## config.mk

```make
export PLATFORM = sky130hd
export DESIGN_NAME = imem_loader
export DESIGN_NICKNAME = d
export VERILOG_FILES = /design/src/rtl/imem_loader_pkg.sv /design/src/rtl/imem_loader.sv
export SDC_FILE = /design/constraint.sdc
export NUM_CORES = 1
export LEC_CHECK = 0
export CAP_MARGIN = 0
export CORE_MARGIN = 4
export CORE_UTILIZATION = 45
export CTS_BUF_LIST = sky130_fd_sc_hd__clkbuf_4
export CTS_CLUSTER_DIAMETER = 120
export DETAILED_ROUTE_END_ITERATION = 16
export HOLD_SLACK_MARGIN = 0.12
export PLACE_DENSITY = 0.82
export SLEW_MARGIN = 20
export SYNTH_ARGS = -nofsm -noshare
export SYNTH_HDL_FRONTEND = slang
export SYNTH_SLANG_ARGS = --single-unit
export TNS_END_PERCENT = 50
```

## constraint.sdc

```tcl
create_clock -name clk -period 2.4 [get_ports clk]
set_input_delay 0.36 -clock clk [delete_from_list [all_inputs] [get_ports clk]]
set_output_delay 0.36 -clock clk [all_outputs]
set_load 0.005 [all_outputs]
```

## src/rtl/imem_loader_pkg.sv

```systemverilog
// Shared definitions for the instruction-memory loader: FSM state encoding
// and default geometry of the imem port.
package imem_loader_pkg;

    typedef enum logic [1:0] {
        ST_IDLE = 2'd0,
        ST_LOAD = 2'd1,
        ST_DONE = 2'd2
    } state_e;

    localparam int DEF_PORTW     = 32;
    localparam int DEF_ADDRWIDTH = 7;

endpackage

```

## src/rtl/imem_loader.sv

```systemverilog
// Write-side initiator for imem arbiter port 2. Takes a valid/ready stream of
// instruction words and writes them to consecutive addresses from BASE_ADDR,
// retrying any write that loses arbitration, and holds the core fetch off
// while a load is in progress.
//
// state   | meaning
// --------+-----------------------------------------------------------------
// ST_IDLE | after reset, no load requested yet; port 2 quiet
// ST_LOAD | accepting words and writing them; core fetch held (core_lock_x=0)
// ST_DONE | all requested words written; done=1 until the next start
module imem_loader
    import imem_loader_pkg::*;
#(
    parameter int          PORTW     = DEF_PORTW,
    parameter int          ADDRWIDTH = DEF_ADDRWIDTH,
    parameter int unsigned BASE_ADDR = 0
) (
    input  logic                 clk,
    input  logic                 rstx,
    input  logic                 start,
    input  logic [ADDRWIDTH:0]   num_words,
    input  logic [PORTW-1:0]     word_in,
    input  logic                 word_valid,
    output logic                 word_ready,
    output logic [PORTW-1:0]     d_2,
    output logic [ADDRWIDTH-1:0] addr_2,
    output logic                 en_2_x,
    output logic                 wr_2_x,
    output logic [PORTW-1:0]     bit_wr_2_x,
    input  logic                 mem_busy,
    output logic                 core_lock_x,
    output logic                 done
);

    localparam int                   CW     = ADDRWIDTH + 1;
    localparam logic [ADDRWIDTH-1:0] BASE_C = ADDRWIDTH'(BASE_ADDR);
    localparam logic [CW-1:0]        ONE_C  = CW'(1);

    state_e               state_q,   state_d;
    logic [ADDRWIDTH-1:0] addr_q,    addr_d;
    logic [CW-1:0]        rem_q,     rem_d;     // writes still to complete
    logic [CW-1:0]        uncap_q,   uncap_d;   // words still to be accepted
    logic                 pending_q, pending_d;
    logic [PORTW-1:0]     data_q,    data_d;
    logic                 lock_q,    lock_d;
    logic                 done_q,    done_d;

    logic accept;
    logic write_ok;

    // Handshake and write-completion qualifiers; mem_busy only reacts to the
    // registered en_2_x, so feeding it into word_ready cannot form a loop.
    always_comb begin
        word_ready = (state_q == ST_LOAD) && (uncap_q != '0) && (!pending_q || !mem_busy);
        accept     = word_valid && word_ready;
        write_ok   = pending_q && !mem_busy;
    end

    // Next-state logic: load sequencing, address/count updates and word capture.
    always_comb begin
        state_d   = state_q;
        addr_d    = addr_q;
        rem_d     = rem_q;
        uncap_d   = uncap_q;
        pending_d = pending_q;
        data_d    = data_q;
        lock_d    = lock_q;
        done_d    = done_q;
        case (state_q)
            ST_IDLE, ST_DONE: begin
                if (start) begin
                    addr_d    = BASE_C;
                    rem_d     = num_words;
                    uncap_d   = num_words;
                    pending_d = 1'b0;
                    if (num_words == '0) begin
                        state_d = ST_DONE;
                        lock_d  = 1'b1;
                        done_d  = 1'b1;
                    end else begin
                        state_d = ST_LOAD;
                        lock_d  = 1'b0;
                        done_d  = 1'b0;
                    end
                end
            end
            ST_LOAD: begin
                if (accept) begin
                    data_d    = word_in;
                    uncap_d   = uncap_q - ONE_C;
                    pending_d = 1'b1;
                end
                if (write_ok) begin
                    addr_d = addr_q + 1'b1;
                    rem_d  = rem_q - ONE_C;
                    if (!accept) begin
                        pending_d = 1'b0;
                    end
                    if (rem_q == ONE_C) begin
                        state_d   = ST_DONE;
                        pending_d = 1'b0;
                        lock_d    = 1'b1;
                        done_d    = 1'b1;
                    end
                end
            end
            default: state_d = ST_IDLE;
        endcase
    end

    // State registers; reset abandons any load in flight.
    always_ff @(posedge clk or negedge rstx) begin
        if (!rstx) begin
            state_q   <= ST_IDLE;
            addr_q    <= BASE_C;
            rem_q     <= '0;
            uncap_q   <= '0;
            pending_q <= 1'b0;
            data_q    <= '0;
            lock_q    <= 1'b1;
            done_q    <= 1'b0;
        end else begin
            state_q   <= state_d;
            addr_q    <= addr_d;
            rem_q     <= rem_d;
            uncap_q   <= uncap_d;
            pending_q <= pending_d;
            data_q    <= data_d;
            lock_q    <= lock_d;
            done_q    <= done_d;
        end
    end

    // Port-2 strobes follow the pending flag directly so reset drops them at once.
    always_comb begin
        en_2_x      = !pending_q;
        wr_2_x      = !pending_q;
        bit_wr_2_x  = pending_q ? '0 : '1;
        d_2         = data_q;
        addr_2      = addr_q;
        core_lock_x = lock_q;
        done        = done_q;
    end

endmodule
```

## Word-level counts from Yosys, hierarchy flattened

Cells that the tools add are included.

- Register bits: 60
- Word-level logic and storage cells: 61

- Reductions and logical operators: 18
- Multiplexer cells: 25
- Eq/ne operators: 7
- Add/sub/neg operators: 3

Operators with widths:

| operator | count |
|---|---|
| two-way mux 32 bit | 1 |
| case mux 8 bit (2 select lines) | 2 |
| two-way mux 8 bit | 3 |
| subtractor 8 x 1 -> 8 bit, second input constant | 2 |
| two-way mux 7 bit | 2 |
| case mux 7 bit (2 select lines) | 1 |
| two-way mux 1 bit | 9 |
| AND reduction 3 bit | 3 |
| equality test 8 x 1 -> 1 bit, second input constant | 1 |
| logical NOT 8 bit | 1 |
| two-way mux 2 bit | 4 |
| nonzero test 8 bit | 1 |
| adder 7 x 1 -> 7 bit, second input constant | 1 |
| != test 2 bit, second input constant | 3 |
| logical AND 1 bit | 4 |
| case mux 1 bit (2 select lines) | 2 |
| case mux 2 bit (2 select lines) | 1 |
| AND reduction 2 bit | 2 |
| AND reduction 4 bit | 1 |
| equality test 2 x 1 -> 1 bit, second input constant | 1 |
| equality test 2 bit, second input constant | 1 |
| logical NOT 1 bit | 2 |
| logical NOT 2 bit | 1 |
| != test 2 x 1 -> 1 bit, second input constant | 1 |
| 3 further kinds | 3 |

## Longest topological paths before layout

Gate-level depths: netlist (run 1).

- Word-level depth: 9
- Gate-level depth with buffers: 6
- Depth with buffers taken out: 6

## Least setup slack after synthesis (run 1)

No wires, ideal clock.

- Path kind: register to register
- From: register uncap_q[0]
- To: register uncap_q[1]
- Clock period less this slack: 1765 ps
- Library setup time: 125 ps
- Buffers on the path: 0
- Slack: 635 ps
- Data required time: 2275 ps
- Cell stages (with the launch flop): 7
- Data arrival time: 1640 ps
- Cell sequence: dfrtp_1 -> inv_1 -> ha_1 -> nor3b_2 -> a221oi_2 -> a21oi_4 -> mux2_4

- Longest elaborated chain between the ends: 6
- Elaborated cells on any way between the ends: 9

RTL lines:

| element | line | text |
|---|---|---|
| from (decl) | imem_loader.sv:42 | `logic [CW-1:0] uncap_q, uncap_d;` |
| from (signal assigned) | imem_loader.sv:126 | `uncap_q <= uncap_d;` |
| nonzero test 8 bit | imem_loader.sv:54 | `word_ready = (state_q == ST_LOAD) && (uncap_q != '0) && (!pending_q \|\| !mem_busy);` |
| logical AND 1 bit (2 in a row) | imem_loader.sv:54 |  |
| via word_ready | imem_loader.sv:24 | `output logic word_ready,` |
| logical AND 1 bit | imem_loader.sv:55 | `accept = word_valid && word_ready;` |
| != test 2 bit (no source line) | -- |  |
| AND reduction 3 bit (no source line) | -- |  |

The timed path passes the listed nets, and every way through them passes these cells. The select of a mux whose other input is x is not followed.
A chain may end at the register's enable or synchronous reset.

## Worst setup path in the final report (run 1)

- From: register uncap_q[0]
- To: output port word_ready

- Longest elaborated chain between the ends: 3

RTL lines:

| element | line |
|---|---|
| nonzero test 8 bit | imem_loader.sv:54 |
| logical AND 1 bit (2 in a row) | imem_loader.sv:54 |
| to (decl) | imem_loader.sv:24 |

No other way between the ends.

==> flow_metrics.env, run 1 <==
export IMPL_drc=0
export IMPL_rsz0062_at_grt="false"
export IMPL_dr_pass1_iters=5
export IMPL_ys_warn_count=0
export IMPL_synth_main_ff_cell="dfrtp_1"
export IMPL_synth_cell_types=52
export IMPL_reg2reg_from="uncap_q[0]$_DFFE_PN0P_"
export IMPL_drtAntennaViolNets=0
export IMPL_synth_edf_count=0
export IMPL_setup_viol=0
export IMPL_grt_max_degree=61
export IMPL_p_leak_nw=1.79
export IMPL_nets=425
export IMPL_finalCritPeriodShare=0.901
export IMPL_cts_buffers=9
export IMPL_final_layout_size_suffix_gt1_frac=0.179
export IMPL_ff2ff_setup_slack_ns=0.44
export IMPL_setup_tns_ns=0
export IMPL_dieWidth_um=91.5
export IMPL_diodes=0
export IMPL_power_internal_mw=3.58
export IMPL_max_freq_ghz=0.462
export IMPL_final_seq_area_sq_um=1500
export IMPL_overflow=0
export IMPL_post_drt_wl_per_cell_um=15.1
export IMPL_grt_usage=0.176
export IMPL_hp_class="input pin to async pin"
export IMPL_critPathMaxStageDelay_ns=0.40
export IMPL_core_area_sq_um=6790
export IMPL_multi_input_area_sq_um=1280
export IMPL_fin_worst_skew_ns=0.0132
export IMPL_die_area_sq_um=8380
export IMPL_power_switching_mw=1.70
export IMPL_portBuffers=120
export IMPL_worstRegToRegCells=7
export IMPL_path_max_fanout=6
export IMPL_viasPerCell=5.20
export IMPL_final_util=0.650
export IMPL_place_inst=458
export IMPL_pwr_share_clk=0.172
export IMPL_power_density_nw_per_um2=1200
export IMPL_syn_nets=329
export IMPL_peakVddDrop_mv=0.708
export IMPL_std_cell_rows=30
export IMPL_stdcell_count=476
export IMPL_end_kind="primary output"
export IMPL_start_util=0.462
export IMPL_r2r_end="uncap_q[1]$_DFFE_PN0P_"
export IMPL_fill_cells=510
export IMPL_min_period_ns=2.16
export IMPL_slowest_stage="dfrtp_1"
export IMPL_slew_headroom=0.643
export IMPL_path_class="register to primary output"
export IMPL_grt_pass1_vias=2580
export IMPL_pwr_share_comb=0.491
export IMPL_required_ns=2.04
export IMPL_avgSynthCellArea_sq_um=11.3
export IMPL_dr_first_iter_drc_count=99
export IMPL_pin_count=121
export IMPL_synth_seq_area_share=0.479
export IMPL_crit_chain="inv_1 > ha_1 > nor3b_2 > a221oi_2 > dlygate4sd2_1"
export IMPL_ys_async_sr_fraction=1.00
export IMPL_area_growth_pct=40.6
export IMPL_drv_slew=0
export IMPL_maxCapViolCount=0
export IMPL_worst_slew_pin_transition_ns=0.533
export IMPL_dieHeight_um=91.5
export IMPL_syn_inst=279
export IMPL_crit_arrival_ns=1.80
export IMPL_cts_sinks=60
export IMPL_critPathLaunchType="register"
export IMPL_status="finished, final reports clean"
export IMPL_place_hpwl_um=5330
export IMPL_hold_viol=0
export IMPL_cts_clk_slew_worst_paths_ns=0.11
export IMPL_p_total_mw=5.29
export IMPL_antenna_found_initial=0
export IMPL_routed_via_count=2477
export IMPL_gp_congestion=0.887
export IMPL_netlist_area_sq_um=3140
export IMPL_cts_root_buf="clkbuf_4"
export IMPL_htree_num_levels=3
export IMPL_synth_seq_cells=60
export IMPL_switching_share=0.322
export IMPL_finalWirelength_um=7180
export IMPL_cts_tree="done"
export IMPL_grt_pass1_wl_um=11900
export IMPL_clk_latency_ns=0.40
export IMPL_seqPwrFrac=0.338
export IMPL_cts_max_path_buffers=2
[layout by cell type, fill, tap and decap left out, types with 2 or more instances in the layout]
master / instances
nor3_1: 3
a22oi_1: 4
nor2_1: 18
ha_1: 5
nand3_1: 6
o2bb2ai_1: 3
o2111ai_1: 3
a21oi_1: 10
buf_4: 8
clkinvlp_4: 2
clkbuf_4: 9
nor3b_1: 3
or4_1: 3
bufinv_16: 3
o211ai_1: 5
a21oi_4: 2
dfrtp_1: 59
nand2_1: 11
mux2_1: 3
xor2_1: 5
a31oi_1: 3
clkinv_2: 2
nand2b_1: 3
buf_12: 2
inv_1: 5
clkdlybuf4s50_1: 118
nor4_1: 3
o21ai_0: 18
mux2_2: 31
o221ai_1: 2
[worst max-delay path: cells and delay by family (launching register included)]
family	cells	cell delay, ns
fa+ha+maj	1	0.16
flops	1	0.40
compound gates	1	0.11
buf+inv	2	0.44
simple gates	1	0.30
[worst max path at each step]
stage | slack, ns | end | startpoint
finish | 0.24 | word_ready | uncap_q[0]$_DFFE_PN0P_
global route | 0.12 | bit_wr_2_x[31] | pending_q$_DFFE_PN0P_
CTS | 0.20 | word_ready | uncap_q[0]$_DFFE_PN0P_
detailed placement | 0.28 | word_ready | mem_busy
global placement | 0.27 | word_ready | mem_busy
floorplan | 0.63 | uncap_q[1]$_DFFE_PN0P_ | uncap_q[0]$_DFFE_PN0P_
[power by group through the flow]
stage | Clock (mW) | Combinational, mW | Sequential, mW
3_5_place_dp | 0 | 2.60 | 1.81
5_1_grt | 0.973 | 2.84 | 1.86
3_3_place_gp | 0 | 2.54 | 1.78
4_1_cts | 0.937 | 2.63 | 1.79
6_report | 0.908 | 2.59 | 1.79
2_1_floorplan | 0 | 1.48 | 1.77
[synth_stat cells, drive strengths merged (2+ instances only)]
cell | n | area (sq um)
dfrtp | 59 | 1480
buf | 43 | 323
mux2 | 35 | 398
nor2 | 18 | 67.6
o21ai | 18 | 90.1
a21oi | 12 | 82.6
nand2 | 11 | 41.3
nand3 | 7 | 40.0
ha | 5 | 62.6
inv | 5 | 18.8
o211ai | 5 | 37.5
xor2 | 5 | 43.8
a22oi | 4 | 30.0
nor3b | 4 | 35.0
nor4 | 4 | 40.0
a31oi | 3 | 18.8
clkbuf | 3 | 11.3
nand2b | 3 | 18.8
nor3 | 3 | 15.0
o2111ai | 3 | 26.3
o2bb2ai | 3 | 26.3
or4 | 3 | 22.5
o221ai | 2 | 17.5
[routing by layer]
metal	global-route usage	up-vias	share of wire
li1	-	1174	-
met2	0.279	134	0.45
met1	0.201	1158	0.40
met3	0.0845	11	0.14
met4	0.0766	0	0.016
met5	0	-	0
[state kept, by name, summed over array words and instances, names as in the netlist]
signal / flops
state_q: 2
core_lock_x: 1
rem_q: 8
uncap_q: 8
done: 1
addr_2: 7
d_2: 32
pending_q: 1
[through the flow]
stage	hold WS, ns	instance area, sq um	setup slack (ns)
3_5_place_dp	0.394	4210	0.277
5_1_grt	0.481	4410	0.124
4_1_cts	0.467	4410	0.204
2_1_floorplan	0.0644	3140	0.635
3_3_place_gp	0.392	4210	0.269
6_report	0.470	4410	0.237
[final cells by class]
class                   instances  share of cell area
clock buffers                   9              0.0153
clock inverters                 7              0.0261
inverters                       5             0.00425
multi-input cells             168               0.291
flip-flops and latches         60               0.341
well taps                      96              0.0272
repair buffers                131               0.296
[cell families after synthesis]
logic type | Yosys count | synth area share
DFF | 60 | 0.479
and+or+nand+nor | 63 | 0.113
xor gates and xnor gates | 5 | 0.0139
adders and majority gates | 5 | 0.0199
AOI/OAI and AO/OA | 59 | 0.132
buffers and inverters | 51 | 0.112
muxes | 36 | 0.130
[timing repair]
item | in CTS | in global routing
hold endpoints to repair | 59 | 0
hold buffers | 1 | 0
resized for setup | 1 | 0
buffers inserted | 1 | 0
endpoints found under the setup margin | 1 | 0
No activity file was read; power rests on OpenSTA's default activity.
==> run 2: changes to the inputs <==
Settings changed: CELL_PAD_IN_SITES_DETAIL_PLACEMENT from default to 0, CELL_PAD_IN_SITES_GLOBAL_PLACEMENT from default to 1, CORE_UTILIZATION 45 to 34, PLACE_DENSITY 0.82 to default, PLACE_DENSITY_LB_ADDON from default to 0.1.
==> run 2 against run 1 <==
Net effect: critical path depth did not move; combinational power barely moved; largest power group unchanged; non-clock buffer count did not move; cell count rose by 2.3%; clock skew rose by 0.0085 ns.
==> flow_metrics.env, run 2 (same netlist as run 1, synthesis figures left out) <==
export IMPL_status="finished, final reports clean"
export IMPL_p_leak_nw=1.78
export IMPL_gp_congestion=0.744
export IMPL_crit_arrival_ns=1.87
export IMPL_htree_num_levels=3
export IMPL_cts_clk_slew_worst_paths_ns=0.11
export IMPL_start_util=0.355
export IMPL_largest_register_ff_count=32
export IMPL_slew_headroom=0.583
export IMPL_power_density_nw_per_um2=1180
export IMPL_crit_buf_inv=2
export IMPL_final_layout_size_suffix_gt1_frac=0.177
export IMPL_post_drt_wl_per_cell_um=15.6
export IMPL_final_cell_mix="118 x clkdlybuf4s50_1, 59 x dfrtp_1, 31 x mux2_2"
export IMPL_drc=0
export IMPL_core_area_sq_um=8850
export IMPL_drv_slew=0
export IMPL_die_area_sq_um=10800
export IMPL_portBuffers=120
export IMPL_setup_viol=0
export IMPL_end_kind="primary output"
export IMPL_cts_buffers=9
export IMPL_clk_latency_ns=0.41
export IMPL_stdcell_area_sq_um=4400
export IMPL_maxCapViolCount=0
export IMPL_fill_cells=824
export IMPL_fin_hold_ws_ns=0.497
export IMPL_slowest_stage="dfrtp_1"
export IMPL_area_growth_pct=40.3
export IMPL_placed_area_sq_um=4240
export IMPL_cts_root_buf="clkbuf_4"
export IMPL_hp_class="input pin to async pin"
export IMPL_path_max_fanout=6
export IMPL_required_ns=2.04
export IMPL_place_ws_ns=0.184
export IMPL_fin_worst_skew_ns=0.0217
export IMPL_grt_max_degree=37
export IMPL_dieWidth_um=104
export IMPL_finalWorstSetupSlack_ns=0.171
export IMPL_path_class="register to primary output"
export IMPL_critPathLaunchType="register"
export IMPL_drtAntennaViolNets=0
export IMPL_nets=425
export IMPL_viasPerCell=5.03
export IMPL_grt_pass1_wl_um=12700
export IMPL_finalWirelength_um=7600
export IMPL_cts_tree="done"
export IMPL_place_hpwl_um=5430
export IMPL_p_total_mw=5.19
export IMPL_pin_count=121
export IMPL_dr_first_iter_drc_count=103
export IMPL_crit_chain="inv_1 > ha_1 > nor3b_2 > a221oi_2 > dlygate4sd2_1"
export IMPL_ff2ff_setup_slack_ns=0.37
export IMPL_std_cell_rows=34
export IMPL_min_period_ns=2.23
export IMPL_peakVddDrop_mv=0.466
export IMPL_rsz0062_at_grt="false"
export IMPL_overflow=0
export IMPL_routed_via_count=2450
export IMPL_worst_slew_pin_transition_ns=0.625
export IMPL_post_cts_repair_setup_buffers=0
export IMPL_critPathMaxStageDelay_ns=0.39
export IMPL_cts_sinks=60
export IMPL_diodes=0
export IMPL_cts_max_path_buffers=2
export IMPL_dr_pass1_iters=4
export IMPL_antenna_found_initial=0
export IMPL_grt_pass1_vias=2555
export IMPL_dieHeight_um=104
export IMPL_finalCritPeriodShare=0.929
export IMPL_grt_usage=0.146
export IMPL_hold_viol=0
export IMPL_max_freq_ghz=0.449
export IMPL_setup_tns_ns=0
export IMPL_critPathTopFamily="flip-flops"
export IMPL_layout_commonest_cell="clkdlybuf4s50_1"
## run 2: changes by cell type in the layout (fill, tap and decap cells not counted), sizes merged
cell      delta
bufinv       -1
clkinv       +1
clkinvlp     -1
## run 2: per-stage QoR
| stage | util | std cells |
|---|---|---|
| after floorplan | - | 279 |
| after global placement | 0.479 | 471 |
| after detailed placement | 0.479 | 471 |
| after CTS | 0.498 | 487 |
| after global routing | 0.498 | 487 |
| final | 0.498 | 487 |
## run 2: cell type report
type,count,area (sq um),share of cell area
clock buffer,9,67.6,0.0153
clock inverter,6,90.1,0.0205
inverter,5,18.8,0.00426
multi-input combinational,168,1280,0.292
sequential,60,1500,0.341
tap,108,135,0.0307
timing repair buffer,131,1310,0.296
## run 2: final timing paths
path,cells past startpoint,endpoint,start
max,5,word_ready,uncap_q[0]$_DFFE_PN0P_
min,2,addr_2[6]$_DFFE_PN0P_,rstx
max reg2reg,7,uncap_q[1]$_DFFE_PN0P_,uncap_q[0]$_DFFE_PN0P_
min reg2reg,1,d_2[30]$_DFFE_PN0P_,d_2[30]$_DFFE_PN0P_
max in group asynchronous,3,uncap_q[7]$_DFFE_PN0P_,rstx
min in group clk,1,d_2[30]$_DFFE_PN0P_,d_2[30]$_DFFE_PN0P_
## run 2: repair_timing
| item | CTS | global route |
|---|---|---|
| gates resized for setup | 1 | 0 |
| hold buffers | 1 | 0 |
| setup endpoints to repair | 1 | 0 |
| hold endpoints to repair | 23 | 0 |
## run 2: power by group
group | total, mW | switching (mW) | internal [mW]
clock network | 0.826 | 0.408 | 0.418
registers | 1.78 | 0.339 | 1.44
logic | 2.58 | 0.977 | 1.61
total | 5.19 | 1.72 | 3.47
## run 2: metal layers
layer | global-route usage | part of all wire | vias up
met3 | 0.0881 | 0.12 | 7
met5 | 0 | 0 | -
met1 | 0.180 | 0.45 | 1163
met2 | 0.214 | 0.42 | 112
met4 | 0.0427 | 0.0080 | 0
li1 | - | - | 1168
==> run 3: changes to the inputs <==
Settings changed: CORE_UTILIZATION 34 to 31.
Clock period 2.4 ns to 1.9 ns, I/O delays scaled along.
==> run 3 against run 2 <==
Net effect: clock power rose by 21%; utilization fell by 2.7 points; worst setup slack worse by 0.13 ns; wire length increased by 9.8%; cell count grew 10%; cell area up 4.9%; combinational power up 33%; total power is 28% higher; via count rose by 4.1%; hold slack got worse by 0.13 ns; critical path type unchanged; critical endpoint unchanged; largest cell class unchanged; largest power group unchanged; highest routed layer unchanged.
==> flow_metrics.env, run 3 (same netlist as run 1, synthesis figures left out) <==
export IMPL_drv_slew=0
export IMPL_drtAntennaViolNets=0
export IMPL_switching_share=0.338
export IMPL_finalWorstSetupSlack_ns=0.0441
export IMPL_power_density_nw_per_um2=1440
export IMPL_path_max_fanout=2
export IMPL_critPathTopFamily="flip-flops"
export IMPL_viasPerCell=4.76
export IMPL_stdcell_count=536
export IMPL_slowest_stage="dfrtp_1"
export IMPL_routed_via_count=2551
export IMPL_place_ws_ns=-0.0735
export IMPL_fin_worst_skew_ns=0.0161
export IMPL_pwr_share_clk=0.150
export IMPL_grt_usage=0.149
export IMPL_final_cell_mix="84 x clkdlybuf4s50_1, 58 x dfrtp_1, 34 x dlygate4sd2_1"
export IMPL_dr_pass1_iters=4
export IMPL_peakVddDrop_mv=0.624
export IMPL_grt_use_met3=0.0799
export IMPL_place_inst=515
export IMPL_core_area_sq_um=9820
export IMPL_met1_usage=0.184
export IMPL_critPathMaxStageDelay_ns=0.38
export IMPL_diodes=0
export IMPL_end_kind="primary output"
export IMPL_cts_clk_slew_worst_paths_ns=0.11
export IMPL_cts_root_buf="clkbuf_4"
export IMPL_die_area_sq_um=11800
export IMPL_setup_viol=0
export IMPL_grt_util_met2=0.229
export IMPL_drc=0
export IMPL_nets=449
export IMPL_critPathLaunchType="register"
export IMPL_finalCritPeriodShare=0.977
export IMPL_seqPwrFrac=0.335
export IMPL_start_util=0.320
export IMPL_status="finished, final reports clean"
export IMPL_finalWirelength_um=8350
export IMPL_place_hpwl_um=5990
export IMPL_gp_congestion=0.773
export IMPL_antenna_found_initial=0
export IMPL_overflow=0
export IMPL_crit_buf_inv=2
export IMPL_final_seq_area_sq_um=1500
export IMPL_crit_chain="inv_2 > ha_4 > nor3b_4 > a221oi_2 > buf_2"
export IMPL_grt_pass1_vias=2589
export IMPL_std_cell_rows=36
export IMPL_layout_commonest_cell="clkdlybuf4s50_1"
export IMPL_stdcell_area_sq_um=4620
export IMPL_cts_sinks=60
export IMPL_cts_tree="done"
export IMPL_top_usage_layer="met2"
export IMPL_power_switching_mw=2.25
export IMPL_power_internal_mw=4.41
export IMPL_dieWidth_um=109
export IMPL_portBuffers=120
export IMPL_largest_register_ff_count=32
export IMPL_crit_arrival_ns=1.57
export IMPL_slew_headroom=0.677
export IMPL_worst_slew_pin_transition_ns=0.484
export IMPL_area_growth_pct=47.2
export IMPL_placed_area_sq_um=4440
export IMPL_pin_count=121
export IMPL_required_ns=1.62
export IMPL_rsz0062_at_grt="true"
export IMPL_pwr_share_comb=0.515
export IMPL_hp_class="input pin to async pin"
export IMPL_hold_viol=0
export IMPL_multi_input_area_sq_um=1300
export IMPL_final_layout_size_suffix_gt1_frac=0.231
export IMPL_max_freq_ghz=0.539
export IMPL_path_class="register to primary output"
export IMPL_min_period_ns=1.86
export IMPL_clk_latency_ns=0.40
export IMPL_cts_buffers=9
export IMPL_maxCapViolCount=0
export IMPL_post_drt_wl_per_cell_um=15.6
export IMPL_fill_cells=981
export IMPL_dr_first_iter_drc_count=84
export IMPL_grt_pass1_wl_um=13500
export IMPL_grt_max_degree=43
export IMPL_htree_num_levels=3
export IMPL_dieHeight_um=109
export IMPL_p_leak_nw=1.96
export IMPL_cts_max_path_buffers=2
## run 3: final cells by class
class,count,share of cell area
sequential,60,0.326
timing repair buffer,155,0.320
multi-input combinational,168,0.282
tap,133,0.0360
clock inverter,6,0.0173
clock buffer,9,0.0146
inverter,5,0.00406
## run 3: stage by stage
stage	utilization	setup TNS [ns]	power [mW]	hold WS, ns
after CTS	0.465	-0.0440	6.66	0.343
after detailed placement	0.452	-0.302	5.81	0.270
final	0.470	0	6.66	0.370
after global placement	0.452	-0.177	5.76	0.266
after floorplan	-	0	4.11	-0.0106
after global routing	0.470	-0.0923	7.18	0.389
## run 3: per-layer routing
metal  wire length [um]  vias to the layer above
li1                   -                     1218
met1               3590                     1219
met2               3720                      107
met3                945                        7
met4                 88                        0
met5                  0                        -
## run 3: repair_timing
item / in CTS / in global routing
hold endpoints to repair: 17 / 0
hold buffers: 1 / 0
pin swaps: 2 / 3
endpoints found under the setup margin: 35 / 4
resized for setup: 42 / 4
setup buffers: 2 / 3
## run 3: path summary, 6_finish.rpt
check	start	endpoint	slack, ns	cells after the start
worst min register to register	d_2[30]$_DFFE_PN0P_	d_2[30]$_DFFE_PN0P_	0.50	1
worst min-delay path	rstx	d_2[20]$_DFFE_PN0P_	0.37	2
max in group asynchronous	rstx	rem_q[4]$_DFFE_PN0P_	0.90	3
min in group clk	word_in[30]	d_2[30]$_DFFE_PN0P_	0.49	2
worst max-delay path	uncap_q[1]$_DFFE_PN0P_	word_ready	0.04	5
worst max register to register	uncap_q[0]$_DFFE_PN0P_	uncap_q[1]$_DFFE_PN0P_	0.06	8
## run 3: power groups by stage
| stage | Combinational (mW) | Sequential [mW] | Clock, mW |
|---|---|---|---|
| 4_1_cts | 3.39 | 2.23 | 1.04 |
| 3_3_place_gp | 3.52 | 2.24 | 0 |
| 3_5_place_dp | 3.55 | 2.26 | 0 |
| 2_1_floorplan | 1.87 | 2.23 | 0 |
| 6_report | 3.43 | 2.23 | 0.999 |
| 5_1_grt | 3.76 | 2.31 | 1.10 |
